$ cat src/rtl/canvas_plotter.sv
// Turns mouse-pad draw/erase requests into single-pixel framebuffer writes.
// Optional STAMP_DEDUP_EN suppresses restamping an identical brush at an unchanged cursor.
//
// state | meaning
// IDLE  | waiting for an erase rising edge or a draw request
// STAMP | emitting BRUSH*BRUSH brush pixels, dx fastest
// CLEAR | raster sweep of the whole canvas in CLEAR_COLOR
module canvas_plotter #(
  parameter int          WIDTH       = 160,
  parameter int          HEIGHT      = 120,
  parameter int          X_W         = 8,
  parameter int          Y_W         = 7,
  parameter int          BRUSH       = 2,
  parameter logic [14:0] CLEAR_COLOR = 15'h7FFF
) (
  input  logic           clk,
  input  logic           reset,
  input  logic           draw,
  input  logic           erase,
  input  logic [14:0]    color,
  input  logic [X_W-1:0] cursor_x,
  input  logic [Y_W-1:0] cursor_y,
  output logic [X_W-1:0] vga_x,
  output logic [Y_W-1:0] vga_y,
  output logic [14:0]    vga_color,
  output logic           vga_plot,
  output logic           busy,
  output logic           clear_done
);

  typedef enum logic [1:0] {IDLE, STAMP, CLEAR} state_t;

  localparam logic [X_W:0]   W_LIM    = (X_W+1)'(WIDTH);
  localparam logic [Y_W:0]   H_LIM    = (Y_W+1)'(HEIGHT);
  localparam logic [X_W-1:0] X_LAST   = X_W'(WIDTH-1);
  localparam logic [Y_W-1:0] Y_LAST   = Y_W'(HEIGHT-1);
  localparam logic [1:0]     D_LAST   = 2'(BRUSH-1);
  localparam logic           ONE_PIX  = (WIDTH == 1) && (HEIGHT == 1);

  state_t         state_q;
  logic           erase_q;
  logic [X_W-1:0] x0_q, sx_q, vga_x_q;
  logic [Y_W-1:0] y0_q, sy_q, vga_y_q;
  logic [1:0]     dx_q, dy_q;
  logic [14:0]    vga_color_q;
  logic           vga_plot_q, busy_q, done_q;

  logic           erase_rise, stamp_last, sweep_last, dup;
  logic [1:0]     dx_d, dy_d;
  logic [X_W:0]   sum_x;
  logic [Y_W:0]   sum_y;
  logic [X_W-1:0] sx_d;
  logic [Y_W-1:0] sy_d;

  assign erase_rise = erase && !erase_q;
  assign stamp_last = (dx_q == D_LAST) && (dy_q == D_LAST);
  assign dx_d       = (dx_q == D_LAST) ? 2'd0 : dx_q + 2'd1;
  assign dy_d       = (dx_q == D_LAST) ? dy_q + 2'd1 : dy_q;
  // One bit wider than the coordinate so off-canvas pixels are detected, never wrapped
  assign sum_x      = {1'b0, x0_q} + {{(X_W-1){1'b0}}, dx_d};
  assign sum_y      = {1'b0, y0_q} + {{(Y_W-1){1'b0}}, dy_d};
  assign sweep_last = (sx_q == X_LAST) && (sy_q == Y_LAST);
  assign sx_d       = (sx_q == X_LAST) ? '0 : sx_q + X_W'(1);
  assign sy_d       = (sx_q == X_LAST) ? sy_q + Y_W'(1) : sy_q;

`ifdef STAMP_DEDUP_EN
  logic           last_vld_q;
  logic [X_W-1:0] last_x_q;
  logic [Y_W-1:0] last_y_q;
  logic [14:0]    last_c_q;
  assign dup = last_vld_q && (last_x_q == cursor_x) && (last_y_q == cursor_y) &&
               (last_c_q == color);
`else
  assign dup = 1'b0;
`endif

  always_ff @(posedge clk) begin
    if (reset) begin
      state_q     <= IDLE;
      erase_q     <= 1'b0;
      x0_q        <= '0;
      y0_q        <= '0;
      dx_q        <= '0;
      dy_q        <= '0;
      sx_q        <= '0;
      sy_q        <= '0;
      vga_x_q     <= '0;
      vga_y_q     <= '0;
      vga_color_q <= '0;
      vga_plot_q  <= 1'b0;
      busy_q      <= 1'b0;
      done_q      <= 1'b0;
`ifdef STAMP_DEDUP_EN
      last_vld_q  <= 1'b0;
      last_x_q    <= '0;
      last_y_q    <= '0;
      last_c_q    <= '0;
`endif
    end else begin
      erase_q    <= erase;
      vga_plot_q <= 1'b0;
      done_q     <= 1'b0;
      // Erase wins over draw and aborts a stamp in progress
      if (erase_rise && state_q != CLEAR) begin
        state_q     <= CLEAR;
        busy_q      <= 1'b1;
        sx_q        <= '0;
        sy_q        <= '0;
        vga_x_q     <= '0;
        vga_y_q     <= '0;
        vga_color_q <= CLEAR_COLOR;
        vga_plot_q  <= 1'b1;
        done_q      <= ONE_PIX;
`ifdef STAMP_DEDUP_EN
        last_vld_q  <= 1'b0;
`endif
      end else begin
        case (state_q)
          IDLE: begin
            if (draw && !dup) begin
              state_q     <= STAMP;
              busy_q      <= 1'b1;
              x0_q        <= cursor_x;
              y0_q        <= cursor_y;
              dx_q        <= '0;
              dy_q        <= '0;
              vga_x_q     <= cursor_x;
              vga_y_q     <= cursor_y;
              vga_color_q <= color;
              vga_plot_q  <= ({1'b0, cursor_x} < W_LIM) && ({1'b0, cursor_y} < H_LIM);
            end else begin
              busy_q <= 1'b0;
            end
          end
          STAMP: begin
            if (stamp_last) begin
              state_q    <= IDLE;
              busy_q     <= 1'b0;
`ifdef STAMP_DEDUP_EN
              last_vld_q <= 1'b1;
              last_x_q   <= x0_q;
              last_y_q   <= y0_q;
              last_c_q   <= vga_color_q;
`endif
            end else begin
              dx_q       <= dx_d;
              dy_q       <= dy_d;
              vga_x_q    <= sum_x[X_W-1:0];
              vga_y_q    <= sum_y[Y_W-1:0];
              vga_plot_q <= (sum_x < W_LIM) && (sum_y < H_LIM);
            end
          end
          CLEAR: begin
            if (sweep_last) begin
              state_q <= IDLE;
              busy_q  <= 1'b0;
            end else begin
              sx_q       <= sx_d;
              sy_q       <= sy_d;
              vga_x_q    <= sx_d;
              vga_y_q    <= sy_d;
              vga_plot_q <= 1'b1;
              done_q     <= (sx_d == X_LAST) && (sy_d == Y_LAST);
            end
          end
          default: begin
            state_q <= IDLE;
            busy_q  <= 1'b0;
          end
        endcase
      end
    end
  end

  assign vga_x      = vga_x_q;
  assign vga_y      = vga_y_q;
  assign vga_color  = vga_color_q;
  assign vga_plot   = vga_plot_q;
  assign busy       = busy_q;
  assign clear_done = done_q;

endmodule

$ cat config.mk
export PLATFORM = sky130hd
export DESIGN_NAME = canvas_plotter
export DESIGN_NICKNAME = d
export VERILOG_FILES = /design/src/rtl/canvas_plotter.sv
export SDC_FILE = /design/constraint.sdc
export NUM_CORES = 1
export LEC_CHECK = 0
export BUFFER_PORTS_ARGS = -buffer_cell sky130_fd_sc_hd__buf_2
export CELL_PAD_IN_SITES_DETAIL_PLACEMENT = 0
export CELL_PAD_IN_SITES_GLOBAL_PLACEMENT = 1
export CORE_ASPECT_RATIO = 0.8
export CORE_MARGIN = 5
export CORE_UTILIZATION = 45
export DETAILED_ROUTE_END_ITERATION = 10
export GPL_TIMING_DRIVEN = 0
export HOLD_SLACK_MARGIN = 0.03
export PLACE_DENSITY = 0.95
export SLEW_MARGIN = 10
export SYNTH_ARGS = -nofsm -noshare
export SYNTH_HDL_FRONTEND = slang
export SYNTH_SLANG_ARGS = --single-unit
export TNS_END_PERCENT = 50
$ cat constraint.sdc
create_clock -name clk -period 6.2 [get_ports clk]
set_clock_uncertainty 0.15 [all_clocks]
set_input_delay 1.24 -clock clk [delete_from_list [all_inputs] [get_ports clk]]
set_output_delay 1.24 -clock clk [all_outputs]
set_load 0.005 [all_outputs]
# --- Word-level counts from Yosys, hierarchy flattened ---
# Index checks and enable logic that the tools add are counted.
classes:
  addsub: 6
  order_cmp: 4
  n_eq_ne: 17
  mux: 35
  n_bitwise: 3
  n_reduce_logical: 23
ops:
  columns: ["operator", "count"]
  rows:
  - ["2-to-1 mux 15 bit", 3]
  - ["2-to-1 mux 8 bit", 4]
  - ["2-to-1 mux 7 bit", 4]
  - ["one-hot mux 8 bit (3 select lines)", 1]
  - ["one-hot mux 7 bit (3 select lines)", 1]
  - ["2-to-1 mux 2 bit", 9]
  - ["== test 8 bit, second input constant", 2]
  - ["== test 7 bit, second input constant", 2]
  - ["inequality test 2 bit, second input constant", 6]
  - ["adder 8 x 2 -> 9 bit", 1]
  - ["less-than comparator 9 x 8 -> 1 bit, second input constant", 1]
  - ["inequality test 3 bit, second input constant", 3]
  - ["AND reduction 3 bit", 3]
  - ["adder 7 x 2 -> 8 bit", 1]
  - ["adder 8 x 1 -> 8 bit, second input constant", 1]
  - ["less-than comparator 8 x 7 -> 1 bit, second input constant", 1]
  - ["less-than comparator 8 bit, second input constant", 1]
  - ["2-to-1 mux 1 bit", 8]
  - ["one-hot mux 2 bit (2 select lines)", 2]
  - ["AND reduction 4 bit", 2]
  - ["adder 7 x 1 -> 7 bit, second input constant", 1]
  - ["logical AND 1 bit", 7]
  - ["less-than comparator 7 bit, second input constant", 1]
  - ["== test 2 x 1 -> 1 bit, second input constant", 3]
  - ["other kinds (12)", 20]
word_totals:
  register_bits: 70
  inputBits: 34
  out_inout_bits: 33
  word_cells: 103

# --- Longest topological paths before layout ---
# Gate-level depths: netlist of the first run.
logic_depth:
  word_depth: 8
  depth_mapped: 11
  mapped_depth_nobuf: 10

# --- Worst setup path before layout of the first run ---
# Ideal clock, no wire load.
synth_path:
  path_type: "input port to flip-flop"
  from: "in erase"
  to: "reg sx_q[0]"
  setup_ps: 128
  arrival_time_ps: 2491
  required_time_ps: 5922
  path_slack_ps: 3431
  stages: 5
  path_buffers: 2
  path_cell_list: "or3b_2 > nand2b_1 > clkbuf_1 > clkbuf_1 > nor2_1"
synth_via:
  elab_chain_cells: 3
synth_rtl:
  columns: ["item", "line", "source"]
  rows:
  - ["start, declared", "19", "input logic erase,"]
  - ["logical AND 1 bit", "55", "assign erase_rise = erase && !erase_q;"]
  - ["logical AND 1 bit", "104", "if (erase_rise && state_q != CLEAR) begin"]
  - ["OR reduction 2 bit (no source line)", null, null]
  - ["end signal, assigned", "85", "sx_q <= '0;"]
  - ["end signal, assigned", "107", "sx_q <= '0;"]
  - ["end signal, assigned", "158", "sx_q <= sx_d;"]
  - ["end, declared", "42", "logic [X_W-1:0] x0_q, sx_q, vga_x_q;"]
# Every way passes these cells.
# A chain may end at the register's enable or synchronous reset.

# --- Worst setup path in the final report of the first run ---
layout_path:
  from: "reg state_q[0]"
  to: "reg sx_q[3]"
layout_via:
  elab_chain_cells: 3
  elab_cells_between_ends: 5
  cone_classes: "2 x eq/ne; 3 x reduce/logical"
layout_rtl:
  columns: ["item", "line", "source"]
  rows:
  - ["start, declared", "40", "state_t state_q;"]
  - ["start signal, assigned", "79", "state_q <= IDLE;"]
  - ["start signal, assigned", "105", "state_q <= CLEAR;"]
  - ["start signal, assigned", "121", "state_q <= STAMP;"]
  - ["inequality test 2 bit", "104", null]
  - ["logical AND 1 bit", "104", null]
  - ["OR reduction 2 bit (no source line)", null, null]
# Parallel ways exist; a longest one is shown, timed or not.

==> results of run 1 <==
synth_stat cells (all sizes together), types with 10 or more instances:
master and number:
a211oi 20, nand4 13, xnor2 18, a21oi 35, clkbuf 27, o2bb2ai 10
ha 12, nand3 12, inv 19, o21ai 16, nand2 53, dfxtp 70
nor2 58
metrics by stage:
stage | hold slack (ns) | worst slack, ns
finish | 0.307 | 3.19
global route | 0.333 | 3.00
CTS | 0.306 | 3.25
detailed placement | 0.295 | 2.89
global placement | 0.294 | 2.86
floorplan | 0.291 | 3.43
sequential cells by signal (all words and copies together), names as in the netlist, 2 cells and up:
name and cells:
sx_q 8, dy_q 2, vga_y 7, state_q 2, vga_x 8, vga_color 15
sy_q 7, dx_q 2, y0_q 7, x0_q 8
cell usage in the layout (no fill, tap or decap), types with 3 or more instances in the layout:
cell,count
a211oi_1,19
a21o_1,3
a21oi_1,35
a221oi_1,8
a311oi_1,3
a31oi_1,3
a32oi_1,3
and2_1,3
and4_1,7
buf_2,70
clkbuf_1,26
clkbuf_8,11
dfxtp_1,70
ha_1,12
inv_1,19
mux2i_1,3
nand2_1,53
nand2b_1,3
nand3_1,12
nand4_1,13
nor2_1,56
nor2b_1,4
nor3_1,4
nor3b_1,5
o211ai_1,7
o21ai_0,16
o2bb2ai_1,9
or3_1,5
xnor2_1,18
xor2_1,8
metal layers:
metal  wire, um  vias to the layer above  GRT usage, %  share of wire (%)
li1           -                     1842             -                  -
met1       5270                     1817          30.7                 47
met2       4780                      155          31.1                 43
met3        872                       23          4.83                7.9
met4        182                        0          7.11                1.6
met5          0                        -             0                  0
how the worst max path moves through the flow:
stage                    start      end  cells after the start
detailed placement       erase  sx_q[4]                      6
floorplan                erase  sx_q[0]                      5
global placement         erase  sx_q[7]                      6
finish              state_q[0]  sx_q[3]                      8
CTS                 state_q[0]  sx_q[3]                      8
global route        state_q[0]  sy_q[0]                      8
worst max-delay path: stages (launching register included):
cell	delay (ns)
dfxtp_1	0.42
inv_1	0.11
ha_1	0.20
clkbuf_1	0.21
or3b_2	0.59
nand2b_1	0.15
clkbuf_1	0.45
clkbuf_1	0.50
nor2_1	0.11
final cells by class:
type | instances | area [sq um] | area share [%]
multi-input cells | 345 | 2190 | 48.6
clock buffers | 11 | 151 | 3.35
inverters | 19 | 71.3 | 1.58
clock inverters | 5 | 81.3 | 1.80
plain buffers | 33 | 145 | 3.22
repair buffers | 66 | 330 | 7.32
flip-flops and latches | 70 | 1400 | 31.1
well taps | 112 | 140 | 3.11
power breakdown:
group,leakage (nW),internal (mW),switching [mW]
clock network,0.116,0.249,0.184
registers,0.574,0.488,0.0262
logic,1.05,0.0886,0.154
total,1.74,0.825,0.364
kinds of logic after synthesis:
family | after synthesis | share of synthesized area (%)
buf+inv | 52 | 5.68
xor+xnor | 26 | 5.98
flops | 70 | 36.8
compound gates | 123 | 22.6
fa+ha+maj | 14 | 4.99
simple gates | 178 | 22.9
mux | 4 | 1.08
==> impl_summary.md, run 1 <==
Drt
For this block, the via count after detailed routing is 3837. The DRC violation count after routing is 0. The post-route antenna net violation count is 0. In the final routed layout, each cell accounts on average for roughly 17 um. The initial detailed-routing violation count is between 300 and 400. The number of search-and-repair iterations in the first detailed-routing pass is 6. The via count normalized by instance count is just under 6. The final wirelength is 11.1 mm.

STA
Headroom to the max-slew limit came out at 62.9%. The number of endpoints with negative hold slack in the final report is 0. The final max-slew violation count is 0. The sum of negative setup slack is 0 ns. The fmax is approximately 0.33 GHz. For the pin with the worst max-slew slack, the measured transition is approximately 0.56 ns. Setup repair after global routing left no endpoint under its margin. The worst path uses a little under 50% of the clock period. The number of endpoints failing setup at the final stage is 0. The clock period could shrink to ~3.0 ns.

Finish
The net count of the finished layout is approximately 600. The number of filler instances in the final layout is between 800 and 900. The share of final-layout standard cells stronger than drive strength 1 is 18.2%. The final instance count without filler cells is 661. The post-layout instance area is 4510 sq um. The layout-stage area growth over the synthesis result is 18.5%. The utilization of the core after routing is between 50% and 60%. The count of antenna diodes in the layout is 0.

Floorplanning
The die footprint is between 10000 and 15000 sq um. The area of the core is about 8400 sq um. The vertical extent of the die is between 90 and 100 um.

The number of rows created at floorplan is 30. The initial cell density of the core is around 46%. between 60 and 70 I/O pins were placed.

The x dimension of the die is 113 um.

Yosys
The number of instances in the synthesized netlist is between 400 and 500. The number of enable-type register cells in the synthesized netlist is 0. The share of synthesized area in the top cell type comes to 36.8%. The cell area that synthesis handed to floorplanning was 3810 sq um. The net count after synthesis is 515. A synthesized cell averages about 8 sq um. The total of flip-flops plus latches after synthesis is 70.

Summed over all instances, the cell type with the most area after synthesis is dfxtp_1. The yosys synthesis warning count is 0. Sorting the synthesized cells by area gives the leading types as dfxtp_1 37%, nor2_1 5.5%, nand2_1 5.2%. The number of distinct library cells after synthesis is 56.

The fraction of synthesis flops using an asynchronous set or reset pin is 0%. The post-synthesis sequential area ratio is ~37%. In the synthesized netlist the dominant register cell turns out to be dfxtp_1.

Global routing
The number of global-route vias before repair is 3579. The first global-routing pass estimated 17.8 mm of wire. The total overflow left after global routing is 0. The initial antenna violation count is 0. The total routing resource utilization after global routing is a little over a fifth. The maximum number of pins on one net before global-route repair is 13.

Clock network
The clock net in this run drives a total of 70 sinks. The number of clock buffers added by TritonCTS is 9. The clock insertion delay at the later pin of the skew report is between 0.3 and 0.4 ns.

Post-CTS timing repair inserted 0 buffers for setup. The number of buffers on the longest clock path is 2. Clock-pin slew was measured on the worst setup and hold paths at approximately 0.08 ns. The H-tree was split into 3 levels.

The clock tree from TritonCTS is done. The cell sitting at the root of the clock tree is a clkbuf_8. Gates resized during post-CTS repair numbered 0. The hold-fix buffer count after cts is 0.

Power
For this design the static power due to leakage is 1.74 nW. The worst-case IR drop observed on VDD is around 150 uV. In this run the power density over the cells is 264 nW/um^2. The design draws 1.19 mW.

Critical path
The worst register-to-register path has a depth of 8. The nature of the critical path startpoint is a flip-flop. The worst setup path is captured at a flip-flop. The startpoint of the most critical register-to-register path is state_q[0]. The maximum fanout along the worst path is 10. The worst register-to-register path ends at sx_q[3]. The data arrival at the endpoint of the critical path is 3.08 ns.

The setup check on the worst reg-to-reg path leaves a slack of between 3 and 4 ns. The endpoint required time on the critical path is 6.27 ns. The category of the critical setup timing path is flip-flop to flip-flop.

Outcome
The flow ran to the end, and the final reports show no timing, DRC or antenna violations.

Hold path
The number of instances on the worst hold path is 2. The worst-case hold path end point is vga_x[1]. The min-delay analysis places its worst path in the category flip-flop to flip-flop.

The hold path startpoint is vga_x[1].

Placement
Detailed placement ended at an HPWL of between 8 and 9 mm. The placed cell count is between 600 and 700. The placed cell area is around 4300 sq um. The congestion estimate from routability-driven global placement came to roughly 0.9.

The number of port buffers is 66.

Flow run
Max-cap violations in this run came to 0.
(Power assumes the default switching activity.)
==> run 2, diff against run 1 <==
--- a/config.mk
+++ b/config.mk
@@ -5,16 +5,17 @@
 export SDC_FILE = /design/constraint.sdc
 export NUM_CORES = 1
 export LEC_CHECK = 0
+export ABC_AREA = 1
 export BUFFER_PORTS_ARGS = -buffer_cell sky130_fd_sc_hd__buf_2
 export CELL_PAD_IN_SITES_DETAIL_PLACEMENT = 0
 export CELL_PAD_IN_SITES_GLOBAL_PLACEMENT = 1
 export CORE_ASPECT_RATIO = 0.8
 export CORE_MARGIN = 5
-export CORE_UTILIZATION = 45
+export CORE_UTILIZATION = 40
 export DETAILED_ROUTE_END_ITERATION = 10
 export GPL_TIMING_DRIVEN = 0
 export HOLD_SLACK_MARGIN = 0.03
-export PLACE_DENSITY = 0.95
+export PLACE_DENSITY = 0.9
 export SLEW_MARGIN = 10
 export SYNTH_ARGS = -nofsm -noshare
 export SYNTH_HDL_FRONTEND = slang
==> constraint.sdc (replaced) <==
create_clock -name clk -period 2.83 [get_ports clk]
set_clock_uncertainty 0.15 [all_clocks]
set_input_delay 0.566 -clock clk [delete_from_list [all_inputs] [get_ports clk]]
set_output_delay 0.566 -clock clk [all_outputs]
set_load 0.005 [all_outputs]
==> run 2 against run 1 <==
Against the previous run: design area increased by 3.1%; final cell count increased by 15%; synthesized cell count up 20%; clock power grew to 2.9 times the previous value; largest power group is now clock; worst hold slack worse by 0.00055 ns; setup slack got worse by 3.0 ns; total power increased by 150%; sequential power rose by 120%; via count increased by 5.1%; global-route usage is 1.5 points lower.
==> impl_summary.md, run 2 <==
Clock network
Clock tree synthesis selected as its root buffer the cell clkbuf_16. The clock tree from TritonCTS is done. The hold-fix buffer count after cts is 0 (unchanged).

The CTS sink count is 70 (unchanged). The number of buffers on the longest clock path is 2 (unchanged). The clock insertion delay at the later pin of the skew report is 0.34 ns (about the same). The level count of the clock H-tree is 3 (unchanged). The clock transition time at the flip-flop clock pins of the worst setup and hold paths was 0.06 ns (-0.02 ns). The number of buffers created by CTS is 9 (unchanged). The buffer count from post-CTS setup fixing came to 0 (unchanged).

Finish
The number of filler instances in the final layout came to 956 (+19%). The leading cell type in the layout, fill and taps excluded is nand2_1. The layout-stage area growth over the synthesis result is 21.4%.

The share of final-layout standard cells stronger than drive strength 1 is 18.5% (+0.32 points). The number of nets in the layout was 685 (+16%). The combined flip-flop and latch cell area is 1400 sq um (unchanged). In the layout the commonest cells are 118 x nand2_1, 73 x buf_2, 70 x dfxtp_1. The final instance count without filler cells was 761 (+15%).

The utilization of the core after routing was 49.0% (-4.9 points). The number of flip-flops in the largest register is 15 (unchanged). The total area of multi-input combinational cells is 2090 sq um (-4.7%). The count of antenna diodes in the layout was 0 (unchanged).

Power
The leakage power of the design came to 2.10 nW (+21%). The peak supply drop is 442 uV (+200%). The overall power of the completed layout is 2.96 mW (+150%). The power density relative to cell area is 636 nW/um^2 (+140%).

STA
Setup repair after global routing left no endpoint under its margin. The worst-margin pin slew is 0.561 ns (+0.00444 ns). The fraction of the cycle the final worst path needs is 93.7% (+45 points). The remaining max-slew budget at the tightest pin is 62.2% (-0.69 points). The number of endpoints failing setup at the final stage is 0 (unchanged). The sum of negative setup slack is 0 ns (unchanged). The fmax is 0.377 GHz (+14%). The number of endpoints with negative hold slack in the final report was 0 (unchanged). The final critical-path required period came to 2.65 ns (-0.359 ns). The final max-slew violation count is 0 (unchanged).

Global routing
The initial antenna violation count was 0 (unchanged). The maximum number of pins on one net before global-route repair came to 14 (+1). The total grt overflow was 0 (unchanged). The first-pass GRT wire length is 18.6 mm (+4.3%). The number of global-route vias before repair is 3853 (+7.7%). The total routing resource utilization after global routing is 19.7% (-1.5 points).

Yosys
The most common cell in the netlist is nand2_1. The yosys synthesis warning count is 0 (unchanged). By count the netlist is led by 118 x nand2_1, 70 x dfxtp_1, 63 x nor2_1.

The fraction of synthesis flops using an asynchronous set or reset pin was 0% (unchanged). The number of enable-type register cells in the synthesized netlist is 0 (unchanged). The post-synthesis sequential area ratio was 36.6% (-0.22 points). The average cell area after synthesis is 6.84 sq um (-16%). The top cell type's share of synthesized area came to 36.6% (-0.22 points).

The number of distinct library cells after synthesis came to 40 (-29%). The most used flip-flop cell after synthesis is dfxtp_1. The cell area after synthesis was 3830 sq um (+0.59%). Sorting the synthesized cells by area gives the leading types as dfxtp_1 37%, nand2_1 12%, a21oi_1 6.7%. The net count after synthesis came to 608 (+18%).

The total of flip-flops plus latches after synthesis is 70 (unchanged). The number of instances in the synthesized netlist came to 560 (+20%). dfxtp_1 takes more of the synthesized area than any other cell.

Placement
The weighted congestion reported at the end of routability-driven placement came to 0.904 (-2.2%). The placed cell count is 745 (+16%). The number of port buffers is 66 (unchanged). The detailed placer's ending HPWL is 8.71 mm (+3.0%).

Critical path
The endpoint required time on the critical path was 2.94 ns (-3.33 ns). The data arrival at the endpoint of the critical path was 2.76 ns (-0.32 ns). The worst reg2reg path endpoint is vga_plot. Following the worst setup path forward leads to its endpoint at vga_plot. The category of the critical setup timing path is flip-flop to flip-flop. In this run the worst setup path begins at dx_q[0]. The worst setup path is launched from a flip-flop. The maximum fanout along the worst path is 3 (-7). The path depth of the worst reg2reg path was 15 (+7). The endpoint type of the worst setup path is a flip-flop. In this run the critical register-to-register path is launched from dx_q[0]. The slack of the worst reg-to-reg path came to 0.18 ns (-3.01 ns).

Drt
The number of vias in the routed layout is 4033 (+5.1%). The DRC violation count after routing is 0 (unchanged). The via count normalized by instance count is 5.30 (-8.7%). The post-route antenna net violation count is 0 (unchanged). The number of search-and-repair iterations in the first detailed-routing pass is 5 (-1). The initial detailed-routing violation count was 283 (-8.7%).

The final wirelength was 11.4 mm (+3.0%). The final routed wire length divided by cell count is 15.0 um (-11%).

Flow run
The number of violations of the max-capacitance limit is 0 (unchanged).

Floorplanning
The die footprint is 11700 sq um (+12%). The top-level port count is 67 (unchanged). The initial cell density of the core is 40.4% (-5.1 points).

The number of rows created at floorplan came to 32 (+6.7%). The x dimension of the die is 119 um (+5.8%). The vertical extent of the die is 97.6 um (+5.7%).

The area of the core is 9490 sq um (+13%).

Hold path
The min-delay analysis places its worst path in the category primary input to flip-flop.

Outcome
The flow ran to the end, and the final reports show no timing, DRC or antenna violations.
==> run 2: changes by cell type in the layout (fill, tap and decap cells not counted), sizes merged, moves of 17 or more <==
| cell | change |
|---|---|
| nand2 | +67 |
| inv | +48 |
| o21ai | +36 |
| nand3 | +28 |
| clkbuf | -20 |
| nor3 | +18 |
| a211oi | -17 |
==> run 2: cell type report <==
| type | count | area share [%] |
|---|---|---|
| Buffer | 20 | 2.37 |
| Sequential cell | 70 | 30.1 |
| Clock buffer | 9 | 4.84 |
| Clock inverter | 7 | 2.10 |
| Inverter | 66 | 5.38 |
| Timing Repair Buffer | 66 | 7.10 |
| Multi-Input combinational cell | 404 | 44.9 |
| Tap cell | 119 | 3.20 |
==> run 2: worst min path at each step <==
stage	startpoint	to	depth (start not counted)	slack [ns]
finish	color[6]	vga_color[6]	3	0.31
global placement	vga_x[2]	vga_x[2]	2	0.30
CTS	color[8]	vga_color[8]	3	0.30
floorplan	y0_q[6]	y0_q[6]	2	0.29
global route	color[8]	vga_color[8]	3	0.31
detailed placement	vga_x[2]	vga_x[2]	2	0.30
==> run 2: routing by layer <==
metal / wire [um] / global-route usage [%] / vias up
met3: 1010 / 6.69 / 16
li1: - / - / 2000
met2: 4840 / 29.0 / 154
met1: 5450 / 27.5 / 1863
met5: 0 / 0 / -
met4: 144 / 5.46 / 0
==> run 2: cells by family after synthesis <==
group / share of synthesized area (%)
XOR/XNOR: 1.37
AO/OA/AOI/OAI: 17.4
flip-flops: 36.6
buffers and inverters: 9.40
adder cells (fa/ha/maj): 4.96
AND/OR/NAND/NOR: 30.3
==> run 2: worst max-delay path, stage by stage, from the launching register on <==
cell and delay (ns):
dfxtp_1 0.36, inv_2 0.08, nor2_4 0.13, xor2_2 0.19, ha_2 0.23, inv_1 0.06
fa_1 0.41, nor2_2 0.20, nand2_1 0.11, nand3_1 0.09, nor2_1 0.04, nor3_1 0.13
nand2_1 0.07, nand2_1 0.08, nand2_1 0.06, a21oi_1 0.16
==> run 2: power by group <==
group	switching, mW	internal, mW	leakage (nW)
clock	0.464	0.774	0.152
combinational	0.366	0.213	1.37
sequential	0.0619	1.08	0.576
total	0.892	2.06	2.10
==> run 2: metrics by stage <==
stage / hold WS, ns / instance area [sq um] / setup WS (ns)
floorplan: 0.289 / 3830 / 0.567
global placement: 0.300 / 4310 / 0.145
detailed placement: 0.302 / 4310 / 0.141
CTS: 0.301 / 4630 / 0.0843
global route: 0.307 / 4650 / 0.00833
finish: 0.306 / 4650 / 0.178
==> run 2: repair_timing <==
item	in CTS	in global routing
gates resized for setup	0	4
setup endpoints to repair	0	3
endpoints found under the hold margin	0	0
